File: src/rtl/fifo_stream_reader.sv
// Drain stage for the 8-deep sync FIFO: issues fifo_rd_en and turns the
// one-cycle read latency into a valid/ready stream through a 2-entry skid buffer.
// Optional accepted-beat counter rd_count is built only when FIFO_RD_CNT_EN is defined.
module fifo_stream_reader #(
  parameter int DATA_W = 8,
  parameter int CNT_W  = 16
) (
  input  logic              clk,
  input  logic              rst_n,
  input  logic              fifo_empty,
  input  logic [DATA_W-1:0] fifo_rdata,
  output logic              fifo_rd_en,
  input  logic              flush,
  output logic              m_valid,
  output logic [DATA_W-1:0] m_data,
  input  logic              m_ready,
  input  logic              cnt_clr,
  output logic [CNT_W-1:0]  rd_count
);

  typedef enum logic [1:0] {
    EMPTY = 2'd0,
    ONE   = 2'd1,
    TWO   = 2'd2
  } occ_e;

  occ_e              state_q;
  logic              inflight_q;
  logic              m_valid_q;
  logic [DATA_W-1:0] entry0_q;
  logic [DATA_W-1:0] entry1_q;

  logic       pop;
  logic       grant;
  logic [1:0] occ;
  logic [1:0] pending;

  assign pop     = m_valid_q & m_ready;
  assign occ     = state_q;
  assign pending = occ + {1'b0, inflight_q};

  // A read may be issued into a full (buffered + in-flight) skid buffer only when
  // a beat leaves this same cycle; this is the m_ready -> fifo_rd_en comb path.
  assign fifo_rd_en = ~fifo_empty & ~flush &
                      ((pending < 2'd2) | ((pending == 2'd2) & pop));
  assign grant      = fifo_rd_en & ~fifo_empty;

  assign m_valid = m_valid_q;
  assign m_data  = entry0_q;

  // NOTE: sequential state is written with <= only, so every branch below reads
  // the pre-edge values of state_q/entry1_q regardless of statement order.
  always_ff @(posedge clk or negedge rst_n) begin
    if (!rst_n) begin
      state_q    <= EMPTY;
      inflight_q <= 1'b0;
      m_valid_q  <= 1'b0;
      // NOTE: the two data entries are reset because m_data is defined as 0
      // out of reset; without that requirement they could be left unreset.
      entry0_q   <= '0;
      entry1_q   <= '0;
    end else begin
      inflight_q <= grant;
      if (flush) begin
        state_q   <= EMPTY;
        m_valid_q <= 1'b0;
      end else begin
        case (state_q)
          EMPTY: begin
            if (inflight_q) begin
              entry0_q  <= fifo_rdata;
              state_q   <= ONE;
              m_valid_q <= 1'b1;
            end
          end
          ONE: begin
            if (inflight_q && pop) begin
              entry0_q <= fifo_rdata;
            end else if (inflight_q) begin
              entry1_q <= fifo_rdata;
              state_q  <= TWO;
            end else if (pop) begin
              state_q   <= EMPTY;
              m_valid_q <= 1'b0;
            end
          end
          TWO: begin
            if (pop) begin
              entry0_q <= entry1_q;
              state_q  <= ONE;
            end
          end
          default: begin
            state_q   <= EMPTY;
            m_valid_q <= 1'b0;
          end
        endcase
      end
    end
  end

`ifdef FIFO_RD_CNT_EN
  logic [CNT_W-1:0] cnt_q;

  always_ff @(posedge clk or negedge rst_n) begin
    if (!rst_n) begin
      cnt_q <= '0;
    end else if (cnt_clr) begin
      cnt_q <= '0;
    end else if (pop && (cnt_q != {CNT_W{1'b1}})) begin
      cnt_q <= cnt_q + CNT_W'(1);
    end
  end

  assign rd_count = cnt_q;
`else
  logic unused_cnt_clr;
  assign unused_cnt_clr = cnt_clr;
  assign rd_count       = '0;
`endif

endmodule
File: config.mk
export PLATFORM = sky130hd
export DESIGN_NAME = fifo_stream_reader
export DESIGN_NICKNAME = d
export VERILOG_FILES = /design/src/rtl/fifo_stream_reader.sv
export SDC_FILE = /design/constraint.sdc
export NUM_CORES = 1
export LEC_CHECK = 0
export ABC_CLOCK_PERIOD_IN_PS = 2040
export CORE_ASPECT_RATIO = 0.75
export CORE_MARGIN = 8
export CORE_UTILIZATION = 44
export DETAILED_ROUTE_END_ITERATION = 7
export PLACE_DENSITY = 0.91
export SLEW_MARGIN = 0
export SYNTH_ARGS = -nofsm -noshare
export SYNTH_HDL_FRONTEND = slang
export SYNTH_SLANG_ARGS = --single-unit
File: constraint.sdc
create_clock -name clk -period 2.04 [get_ports clk]
set_input_delay 0.51 -clock clk [delete_from_list [all_inputs] [get_ports clk]]
set_output_delay 0.51 -clock clk [all_outputs]
set_load 0.01 [all_outputs]
-- After elaboration in Yosys (flattened, before gate mapping)
Cells that the tools add are included.
- flip-flop bits (word level): 20
- input bits: 14
- output and inout bits: 26
- word-level logic and storage cells: 53
- $add $sub $neg: 1
- magnitude comparators: 1
- eq/ne operators: 13
- mux-type cells: 17
- bitwise operators: 9
- reduce and logical (&&, ||, !) cells: 7
- operators by type and width (kind ; count):
    $mux 8 ; 3
    $pmux 8 s3 ; 1
    $ne 3x3->1 const B ; 5
    $mux 2 ; 6
    $reduce_and 5->1 ; 2
    $ne 2x2->1 const B ; 4
    $reduce_and 4->1 ; 2
    $pmux 2 s3 ; 1
    $and 1x1->1 ; 5
    $mux 1 ; 5
    $eq 2x2->1 const B ; 2
    $ne 4x4->1 const B ; 1
    $not 1->1 ; 3
    $pmux 1 s3 ; 1
    $reduce_bool 3->1 ; 1
    $add 2x1->2 ; 1
    $eq 2x1->1 const B ; 1
    $logic_not 2->1 ; 1
    $lt 2x2->1 const B ; 1
    $logic_and 1x1->1 ; 1
    $or 1x1->1 ; 1

-- Logic depth before layout (Yosys ltp)
Gate-level depths: netlist of the first run.
- word-level depth: 6
- depth in mapped cells: 4
- mapped depth without buffers: 4

-- Least setup slack after synthesis of the first run
OpenSTA, ideal clock, no wires.
- path type: reg-to-output
- from: register inflight_q
- to: output fifo_rd_en
- arrival: 1142 ps
- required time: 1530 ps
- setup slack: 388 ps
- stages on the path, launching flop included: 4
- buffers on the path: 0
- cells stage by stage: dfrtp_1 ha_1 o21a_1 nor3_1
- longest elaborated chain between the ends: 5
- elaborated cells on any way between the ends: 6
- those cells by class: 1 x add/sub; 1 x order compare; 1 x eq/ne; 3 x bitwise
- RTL lines (element ; RTL line ; RTL):
    start: declaration ; 28 ; logic inflight_q;
    start signal: assignment ; 63 ; inflight_q <= grant;
    $add 2x1->2 (*) ; 40 ; assign pending = occ + {1'b0, inflight_q};
    $eq 2x2->1 ; 45 ; ((pending < 2'd2) | ((pending == 2'd2) & pop));
    $and 1x1->1 ; 45 ;
    $or 1x1->1 (*) ; 45 ;
    $and 1x1->1 (*) ; 44 ; assign fifo_rd_en = ~fifo_empty & ~flush &
    end: declaration ; 12 ; output logic fifo_rd_en,
Every way passes the cells marked *; elsewhere a longest branch is shown, timed or not.

-- Final worst setup path of the first run
Ends and elaborated chain as after synthesis.

==> flow_metrics.env, run 1 <==
export IMPL_worstPathMaxFanout=2
export IMPL_grt_pass1_vias=848
export IMPL_arrival_ps=1460
export IMPL_end_kind="output port"
export IMPL_required_ps=1530
export IMPL_cts_hold_fix_buffers=0
export IMPL_rows=15
export IMPL_fp_coreArea_mm2=0.00233
export IMPL_cap_violations=0
export IMPL_hold_viol_final=0
export IMPL_timing_final_max_slew_violations=0
export IMPL_die_w_um=73.7
export IMPL_ys_seq_area_share_pct=45.6
export IMPL_holdWs_ps=513
export IMPL_status="completed"
export IMPL_clockBufferDepth=2
export IMPL_ys_types=27
export IMPL_worst_hold_path_endpoint="entry1_q[2]"
export IMPL_holdPathStages=1
export IMPL_num_vias=745
export IMPL_cp_slowest_stage_delay_ps=410
export IMPL_first_iter_violations=14
export IMPL_track_usage_pct=11.2
export IMPL_crit_slowest_cell="dfrtp_1"
export IMPL_cts_root_buf="clkbuf_4"
export IMPL_drc_errors=0
export IMPL_rr_endpoint="occ[1]"
export IMPL_synth_cells=89
export IMPL_drt_pre_antenna_iters=3
export IMPL_die_h_um=59.3
export IMPL_area_delta_synth_final_pct=34.2
export IMPL_clock_latency_ps=300
export IMPL_path_cells="ha_1 -> o21a_1 -> nor3_1 -> buf_2"
export IMPL_grt_pass1_wl_um=3810
export IMPL_max_freq_mhz=507
export IMPL_avgRoutedWirePerCell_um=14.0
export IMPL_r2r_cells=11
export IMPL_numPortBuffers=22
export IMPL_skew_ps=7.22
export IMPL_start_util_pct=47.2
export IMPL_fin_util_pct=63.3
export IMPL_async_flop_share_pct=100
export IMPL_dp_cells=153
export IMPL_antenna_cells=0
export IMPL_setup_viol=0
export IMPL_cts_tree="built"
export IMPL_dieArea_mm2=0.00436
export IMPL_clkSlewWorstSetupHoldPaths_ps=110
export IMPL_start_kind="flip-flop"
export IMPL_vias_per_cell=4.52
export IMPL_synth_avg_cell_area_um2=12.3
export IMPL_fin_total_pwr_mw=1.17
export IMPL_route_final_wire_length_um=2300
export IMPL_p_leak_nw=0.684
export IMPL_rr_startpoint="m_valid"
export IMPL_max_vdd_ir_drop_mv=0.474
export IMPL_r2r_slack_ps=400
export IMPL_path_class="reg -> out"
export IMPL_rsz0062_at_grt="yes"
export IMPL_final_cells=165
export IMPL_overflow=0
export IMPL_final_cell_mix="mux2_2 (23), dfrtp_1 (20), clkdlybuf4s50_1 (20)"
export IMPL_cts_buffers=3
export IMPL_worst_hold_path_type="reg -> reg"
export IMPL_synth_cell_area_mm2=0.00110
export IMPL_final_layout_size_suffix_gt1_share_pct=38.9
export IMPL_dp_hpwl_um=1780
export IMPL_ioPinCount=40
export IMPL_synth_edf_count=0
export IMPL_nFillCells=193
export IMPL_h_tree_depth=1
export IMPL_timing_final_crit_share_pct=96.8
export IMPL_nets=147
export IMPL_min_delay_start="entry1_q[2]"
export IMPL_antenna_found_initial=0
export IMPL_min_period_ps=1970
export IMPL_place_gp_congestion=0.714
export IMPL_ant_nets=0
export IMPL_yosys_warnings=0
export IMPL_ys_ff_latch=20
export IMPL_powerDensity_mw_per_mm2=794
export IMPL_ys_flop_type="dfrtp_1"
export IMPL_final_common_cell="mux2_2"
export IMPL_setup_tns_ps=0
export IMPL_grt_max_degree=21
export IMPL_cts_sinks=20
routing by layer:
metal  GRT usage [%]  vias to the layer above  routed length, um
li1                -                      364                  -
met1            12.4                      353                977
met2            19.0                       28               1070
met3            4.22                        0                258
met4            4.25                        0                  0
met5               0                        -                  0
sequential cells by signal, summed over array words and instances, names as in the netlist:
register / count
entry1_q: 8
inflight_q: 1
m_data: 8
m_valid: 1
occ: 2
how the worst max path moves through the flow:
| stage | from | to | depth (start not counted) |
|---|---|---|---|
| floorplan | inflight_q | fifo_rd_en | 3 |
| global placement | m_ready | fifo_rd_en | 5 |
| detailed placement | m_ready | fifo_rd_en | 5 |
| CTS | inflight_q | fifo_rd_en | 4 |
| global route | inflight_q | fifo_rd_en | 4 |
| finish | inflight_q | fifo_rd_en | 4 |
cell type report:
cell class / count / area (um2) / area share (%)
repair buffers: 41 / 369 / 25.1
well taps: 34 / 42.5 / 2.89
multi-input cells: 64 / 517 / 35.1
inverters: 2 / 7.51 / 0.510
flip-flops and latches: 20 / 500 / 34.0
clock buffers: 4 / 36.3 / 2.46
logic make-up after synthesis:
family	Yosys count	synth area share, %
xor gates and xnor gates	1	0.798
DFF	20	45.6
other	1	0.342
and+or+nand+nor	12	6.27
adders and majority gates	1	1.14
muxes	24	24.6
AOI/OAI and AO/OA	10	8.78
buffers and inverters	20	12.4
cells in the mapped netlist (2+ instances only):
cell      number  share of area (%)
nor3_1         2               0.91
a21o_1         2                1.4
a211oi_1       2                1.4
nand2b_1       2                1.1
buf_4         16                 11
inv_1          2               0.68
dfrtp_1       20                 46
mux2_2        23                 24
nand2_1        2               0.68
through the flow:
stage	setup WS (ps)	cell area [um2]
final	66.3	1470
after global placement	-419	1380
after CTS	46.0	1470
after global routing	-24.1	1470
after floorplan	388	1150
after detailed placement	-432	1380
critical path, delay by kind of cell (launching register included):
| kind | cells | cell delay, ps |
|---|---|---|
| compound gates | 1 | 190 |
| flops | 1 | 410 |
| fa+ha+maj | 1 | 290 |
| simple gates | 1 | 120 |
| buf+inv | 1 | 160 |
report_power, final:
| part | internal, mW | switching (mW) | leakage, nW |
|---|---|---|---|
| Combinational | 0.241 | 0.148 | 0.414 |
| Sequential | 0.504 | 0.0502 | 0.250 |
| Clock | 0.109 | 0.118 | 0.0210 |
timing repair:
item                                    4_1_cts  5_1_grt
gates resized for setup                       5        0
pin swaps                                     1        0
buffers inserted                              7        1
endpoints found under the setup margin        1        1
endpoints found under the hold margin         0        0
No activity file was read; power rests on OpenSTA's default activity.
==> run 2, diff against run 1 <==
SKIP_LAST_GASP = 1   (was not set)
==> results of run 2 <==
No change in the layout: final DEF, timing and power equal those of run 1.
